===== config.mk =====
export PLATFORM = sky130hd
export DESIGN_NAME = bus_arbiter_flat
export DESIGN_NICKNAME = d
export VERILOG_FILES = /design/src/rtl/bus_arbiter_if.sv /design/src/rtl/bus_arbiter.sv /design/src/flat_wrapper.sv
export SDC_FILE = /design/constraint.sdc
export NUM_CORES = 1
export LEC_CHECK = 0
export ABC_CLOCK_PERIOD_IN_PS = 2000
export CAP_MARGIN = 20
export CORE_AREA = 2 2 116 118
export DETAILED_ROUTE_END_ITERATION = 8
export DIE_AREA = 0 0 118 120
export GPL_ROUTABILITY_DRIVEN = 1
export PLACE_DENSITY = 0.76
export SLEW_MARGIN = 5
export SYNTH_ARGS = -nofsm -noshare
export SYNTH_HDL_FRONTEND = slang
export SYNTH_SLANG_ARGS = --single-unit

===== constraint.sdc =====
create_clock -name clk -period 2 [get_ports clk]
set_input_delay 0.2 -clock clk [delete_from_list [all_inputs] [get_ports clk]]
set_output_delay 0.2 -clock clk [all_outputs]
set_load 0.05 [all_outputs]

===== src/rtl/bus_arbiter_if.sv =====
// Two-requester shared-bus bundle; "master" is the arbiter's view, "slave" the requester/decoder view.
interface bus_arbiter_if;
    logic        m0_req;
    logic        m1_req;
    logic        m0_we;
    logic        m1_we;
    logic [31:0] m0_a;
    logic [31:0] m1_a;
    logic [31:0] m0_wd;
    logic [31:0] m1_wd;
    logic        m0_gnt;
    logic        m1_gnt;
    logic        m0_done;
    logic        m1_done;
    logic [31:0] m0_rd;
    logic [31:0] m1_rd;
    logic        bus_we;
    logic [31:0] bus_a;
    logic [31:0] bus_wd;
    logic [31:0] bus_rd;
    logic        bus_ready;
    logic        err;

    modport master (
        input  m0_req, m1_req, m0_we, m1_we, m0_a, m1_a, m0_wd, m1_wd, bus_rd, bus_ready,
        output m0_gnt, m1_gnt, m0_done, m1_done, m0_rd, m1_rd, bus_we, bus_a, bus_wd, err
    );

    modport slave (
        output m0_req, m1_req, m0_we, m1_we, m0_a, m1_a, m0_wd, m1_wd, bus_rd, bus_ready,
        input  m0_gnt, m1_gnt, m0_done, m1_done, m0_rd, m1_rd, bus_we, bus_a, bus_wd, err
    );
endinterface


===== src/rtl/bus_arbiter.sv =====
// Round-robin two-master bus arbiter with registered read data and done pulses.
// Optional ARB_TIMEOUT_EN: abandons a stalled transaction after TIMEOUT cycles and sets sticky err.
module bus_arbiter #(
    parameter int unsigned TIMEOUT = 16
) (
    input logic           clk,
    input logic           rst_n,
    bus_arbiter_if.master arb
);

    typedef enum logic [1:0] {StIdle, StOwn0, StOwn1} state_e;

    state_e      state_q, state_d;
    logic        last_q, last_d;      // 1: m1 was served last
    logic [31:0] rd0_q, rd0_d;
    logic [31:0] rd1_q, rd1_d;
    logic [1:0]  done_q, done_d;

    logic        own;
    logic        sel;
    logic        cur_req;

`ifdef ARB_TIMEOUT_EN
    localparam int unsigned CntW = $clog2(TIMEOUT + 1);
    logic [CntW-1:0] cnt_q, cnt_d;
    logic            err_q, err_d;
`endif

    assign own     = (state_q != StIdle);
    assign sel     = (state_q == StOwn1);
    assign cur_req = sel ? arb.m1_req : arb.m0_req;

    always_comb begin
        state_d = state_q;
        last_d  = last_q;
        rd0_d   = rd0_q;
        rd1_d   = rd1_q;
        done_d  = 2'b00;
`ifdef ARB_TIMEOUT_EN
        cnt_d   = cnt_q;
        err_d   = err_q;
`endif
        if (!own) begin
`ifdef ARB_TIMEOUT_EN
            cnt_d = '0;
`endif
            if (arb.m0_req && arb.m1_req) begin
                state_d = last_q ? StOwn0 : StOwn1;
            end else if (arb.m0_req) begin
                state_d = StOwn0;
            end else if (arb.m1_req) begin
                state_d = StOwn1;
            end
        end else if (!cur_req) begin
            // Requester withdrew: abort silently, leave rd and last-served alone.
            state_d = StIdle;
        end else if (arb.bus_ready) begin
            state_d     = StIdle;
            last_d      = sel;
            done_d[sel] = 1'b1;
            if (sel) rd1_d = arb.bus_rd;
            else     rd0_d = arb.bus_rd;
`ifdef ARB_TIMEOUT_EN
        end else if (cnt_q == CntW'(TIMEOUT - 1)) begin
            state_d     = StIdle;
            last_d      = sel;
            done_d[sel] = 1'b1;
            err_d       = 1'b1;
            if (sel) rd1_d = 32'hDEAD_BEEF;
            else     rd0_d = 32'hDEAD_BEEF;
        end else begin
            cnt_d = cnt_q + 1'b1;
`endif
        end
    end

    always_ff @(posedge clk or negedge rst_n) begin
        if (!rst_n) begin
            state_q <= StIdle;
            last_q  <= 1'b1;
            rd0_q   <= '0;
            rd1_q   <= '0;
            done_q  <= '0;
        end else begin
            state_q <= state_d;
            last_q  <= last_d;
            rd0_q   <= rd0_d;
            rd1_q   <= rd1_d;
            done_q  <= done_d;
        end
    end

`ifdef ARB_TIMEOUT_EN
    always_ff @(posedge clk or negedge rst_n) begin
        if (!rst_n) begin
            cnt_q <= '0;
            err_q <= 1'b0;
        end else begin
            cnt_q <= cnt_d;
            err_q <= err_d;
        end
    end

    assign arb.err = err_q;
`else
    assign arb.err = 1'b0;
`endif

    always_comb begin
        arb.m0_gnt  = (state_q == StOwn0);
        arb.m1_gnt  = (state_q == StOwn1);
        arb.m0_done = done_q[0];
        arb.m1_done = done_q[1];
        arb.m0_rd   = rd0_q;
        arb.m1_rd   = rd1_q;
        arb.bus_we  = 1'b0;
        arb.bus_a   = '0;
        arb.bus_wd  = '0;
        unique case (state_q)
            StOwn0: begin
                arb.bus_we = arb.m0_we;
                arb.bus_a  = arb.m0_a;
                arb.bus_wd = arb.m0_wd;
            end
            StOwn1: begin
                arb.bus_we = arb.m1_we;
                arb.bus_a  = arb.m1_a;
                arb.bus_wd = arb.m1_wd;
            end
            default: ;
        endcase
    end

endmodule


===== src/flat_wrapper.sv =====
// flat-port wrapper written by rule: the top's interface ports become plain ports
module bus_arbiter_flat 
#(
    parameter int unsigned TIMEOUT = 16
)
  (clk, rst_n, arb_m0_req, arb_m1_req, arb_m0_we, arb_m1_we, arb_m0_a, arb_m1_a, arb_m0_wd, arb_m1_wd, arb_bus_rd, arb_bus_ready, arb_m0_gnt, arb_m1_gnt, arb_m0_done, arb_m1_done, arb_m0_rd, arb_m1_rd, arb_bus_we, arb_bus_a, arb_bus_wd, arb_err);
  bus_arbiter_if arb_i ();
  input logic clk;
  input logic rst_n;
  input wire logic [$bits(arb_i.m0_req)-1:0] arb_m0_req;
  input wire logic [$bits(arb_i.m1_req)-1:0] arb_m1_req;
  input wire logic [$bits(arb_i.m0_we)-1:0] arb_m0_we;
  input wire logic [$bits(arb_i.m1_we)-1:0] arb_m1_we;
  input wire logic [$bits(arb_i.m0_a)-1:0] arb_m0_a;
  input wire logic [$bits(arb_i.m1_a)-1:0] arb_m1_a;
  input wire logic [$bits(arb_i.m0_wd)-1:0] arb_m0_wd;
  input wire logic [$bits(arb_i.m1_wd)-1:0] arb_m1_wd;
  input wire logic [$bits(arb_i.bus_rd)-1:0] arb_bus_rd;
  input wire logic [$bits(arb_i.bus_ready)-1:0] arb_bus_ready;
  output wire logic [$bits(arb_i.m0_gnt)-1:0] arb_m0_gnt;
  output wire logic [$bits(arb_i.m1_gnt)-1:0] arb_m1_gnt;
  output wire logic [$bits(arb_i.m0_done)-1:0] arb_m0_done;
  output wire logic [$bits(arb_i.m1_done)-1:0] arb_m1_done;
  output wire logic [$bits(arb_i.m0_rd)-1:0] arb_m0_rd;
  output wire logic [$bits(arb_i.m1_rd)-1:0] arb_m1_rd;
  output wire logic [$bits(arb_i.bus_we)-1:0] arb_bus_we;
  output wire logic [$bits(arb_i.bus_a)-1:0] arb_bus_a;
  output wire logic [$bits(arb_i.bus_wd)-1:0] arb_bus_wd;
  output wire logic [$bits(arb_i.err)-1:0] arb_err;
  assign arb_i.m0_req = arb_m0_req;
  assign arb_i.m1_req = arb_m1_req;
  assign arb_i.m0_we = arb_m0_we;
  assign arb_i.m1_we = arb_m1_we;
  assign arb_i.m0_a = arb_m0_a;
  assign arb_i.m1_a = arb_m1_a;
  assign arb_i.m0_wd = arb_m0_wd;
  assign arb_i.m1_wd = arb_m1_wd;
  assign arb_i.bus_rd = arb_bus_rd;
  assign arb_i.bus_ready = arb_bus_ready;
  assign arb_m0_gnt = arb_i.m0_gnt;
  assign arb_m1_gnt = arb_i.m1_gnt;
  assign arb_m0_done = arb_i.m0_done;
  assign arb_m1_done = arb_i.m1_done;
  assign arb_m0_rd = arb_i.m0_rd;
  assign arb_m1_rd = arb_i.m1_rd;
  assign arb_bus_we = arb_i.bus_we;
  assign arb_bus_a = arb_i.bus_a;
  assign arb_bus_wd = arb_i.bus_wd;
  assign arb_err = arb_i.err;
  bus_arbiter #(.TIMEOUT(TIMEOUT)) u_core (.clk(clk), .rst_n(rst_n), .arb(arb_i));
endmodule

==> run metrics <==
outcome finished, violations left; failing checks negative setup slack; H-Tree Depth 3; achievable frequency 0.4912 GHz; worst slew pin tran 635.0 ps; Seq cells post-synth 69; Die ar. 14160 um2; CP bufs+invs 5; area grow syn2layout 137.1%; ys async rst share 1.000; RSZ-0062 raised after global routing true; share of layout cells above drive strength 1 0.4841; largest net degree at the start of global routing 70; Avg WL per Cell 21.01 um; DIE WIDTH 118 um; Net Count, Synth 488; Slew Limit Fails 0; DR vias/cell 4.836; first-pass GRT wire length 25210 um; antenna fix cells 0; DR iter-0 viols 177; Core Box Area 12980 um2; detailed-route via count 3898; DRT Pass-1 Iters 4; critical path arrival 1840 ps; CP Depth 8; Final Hold Viols 0; crit path time final 2036 ps; initial antenna violation count 0; post-route setup TNS -348.1 ps; fin crit share 1.018; Final Net Count 796; EDFF count, synth 0; clk root buf clkbuf_16; worst-path cell chain inv_2 > buf_6 > ha_4 > buf_12 > clkbuf_16 > a22oi_2 > nor2b_4 > buf_12; final setup vio count 20; CTS tree done; leakage 3.532 nW; Netlist cell types 24; Pwr Density 2007 nW/um2; Final GP Congestion 0.7717; clk buf depth 2; CP most frequent cell buf_12; TritonCTS Buffers 9; Seq/Total Area, Yosys 0.4537; fillcell total 853; CTS Sinks 69; Worst setup SP type flip-flop; IO Pins 301; R2R cell count 4; Worst Path Required 1800 ps; maxcap violations 0; Worst path slowest cell dfrtp_1; Crit. End Element output pin; GRT overflow 0; post-DP HPWL 11910 um; Warnings, synthesis 0; Syn Area/Cell 12.01 um2; DR DRC count 0; vias in the first global route 4462; Main synth FF type dfrtp_1; power consumption 18.12 mW; Initial Util 0.2934; synthesized cell area 3809 um2; Cells after Synth 317; PortBufs 299; Final WS setup -35.78 ps; Worst slew margin 0.5767; worst min path class primary input to async pin; Clk pin slew, worst setup/hold paths 60 ps; post-route clock skew 3.643 ps; Core Util, Final 0.6957; peak supply drop 934.3 uV; crit path max fanout 8; delay-heaviest family, CP buffers and inverters; Routed WL 16940 um; kind of critical path flip-flop to output pin; antenna viol nets, final 0; Rows 42; Clock Latency Late Sink 320 ps; slowest stage delay, CP 360 ps; die height 120 um; GRT Resource Usage Total 0.2301
[repair_timing]
item,in CTS,in global routing
buffers inserted,4,1
pin swaps,2,5
hold endpoints to repair,68,0
hold buffers,1,0
endpoints found under the setup margin,97,94
gates resized for setup,66,11
cloned,6,3
[layout make-up]
type	instances	area, um2	area share
multi-input cells	215	2636	0.2919
inverters	4	15.01	0.001663
flip-flops and latches	69	1729	0.1915
clock inverters	4	47.55	0.005265
clock buffers	12	246.5	0.02730
repair buffers	326	4135	0.4579
well taps	176	220.2	0.02439
[cells in the mapped netlist (2+ instances only)]
cell type / count / area (um2)
buf_1: 4 / 15.01
mux2_4: 31 / 465.5
clkbuf_1: 17 / 63.81
nand3b_1: 2 / 15.01
ha_1: 4 / 50.05
dfrtp_1: 68 / 1702
inv_1: 4 / 15.01
mux2_2: 35 / 394.1
a22oi_1: 65 / 488.0
buf_12: 3 / 60.06
nor2_1: 3 / 11.26
nand3_1: 3 / 15.01
buf_2: 3 / 15.01
nor2b_1: 65 / 406.6
[cell families (layout without fill, tap and decap cells)]
logic type	Yosys count	count (layout)	share of synthesized area
simple gates	77	77	0.1252
flops	69	69	0.4537
compound gates	67	67	0.1321
mux	66	66	0.2257
buf+inv	33	346	0.04927
fa+ha+maj	4	4	0.01314
other cells	1	1	0.0009846
[per-stage QoR]
stage / hold WS (ps) / instances / cell area [um2] / setup slack [ps]
after detailed placement: 251.0 / 776 / 8105 / -74.55
after global routing: 468.4 / 806 / 9030 / -88.89
after floorplan: -95.59 / 317 / 4244 / -41.24
after global placement: 247.7 / 776 / 8105 / -12.15
after CTS: 435.7 / 803 / 8922 / -53.22
final: 433.7 / 806 / 9030 / -35.78
[sequential cells by signal, indices dropped and copies added (netlist names)]
register and count:
u_core.last_q 1, u_core.arb.m0_rd 32, u_core.done_q 2, u_core.state_q 2, u_core.arb.m1_rd 32
[cells in the final DEF (no fill, tap or decap), drive strengths merged]
master	count
nor3b	1
inv	4
and3	1
nand3	3
buf	91
mux2	66
dfstp	1
nand2	1
bufinv	1
a22oi	65
clkinvlp	1
nor2b	65
o21ai	1
clkinv	2
nand3b	2
nor2	3
a32o	1
dfrtp	68
clkbuf	15
conb	1
ha	4
nand2b	1
dlygate4sd3	1
clkdlybuf4s50	231
[power breakdown]
| part | internal [mW] | switching [mW] | leakage, nW |
|---|---|---|---|
| Sequential | 2.11 | 0.451 | 0.826 |
| Combinational | 6.60 | 7.41 | 2.56 |
| Clock | 0.995 | 0.562 | 0.143 |
| Total | 9.70 | 8.42 | 3.53 |
[layer usage]
metal / vias up / global-route usage / share of wire
li1: 1763 / - / -
met1: 1901 / 0.2336 / 0.35
met2: 201 / 0.4182 / 0.53
met3: 33 / 0.1017 / 0.097
met4: 0 / 0.08208 / 0.025
met5: - / 0 / 0
[final timing paths]
path                                       from                    to  slack (ps)
max                           u_core.state_q[0]          arb_bus_a[9]         -40
min in group clk           u_core.arb.m0_rd[14]  u_core.arb.m0_rd[14]         510
min                                       rst_n   u_core.arb.m1_rd[0]         430
min reg2reg                u_core.arb.m0_rd[14]  u_core.arb.m0_rd[14]         510
max reg2reg                   u_core.state_q[1]  u_core.arb.m1_rd[30]         -30
max in group asynchronous                 rst_n         u_core.last_q        1220
[worst min-delay path, cell delays in order]
cell	delay (ps)
dlygate4sd3_1	520
buf_2	120
buf_12	320
Power figures use the tool's default switching activity.
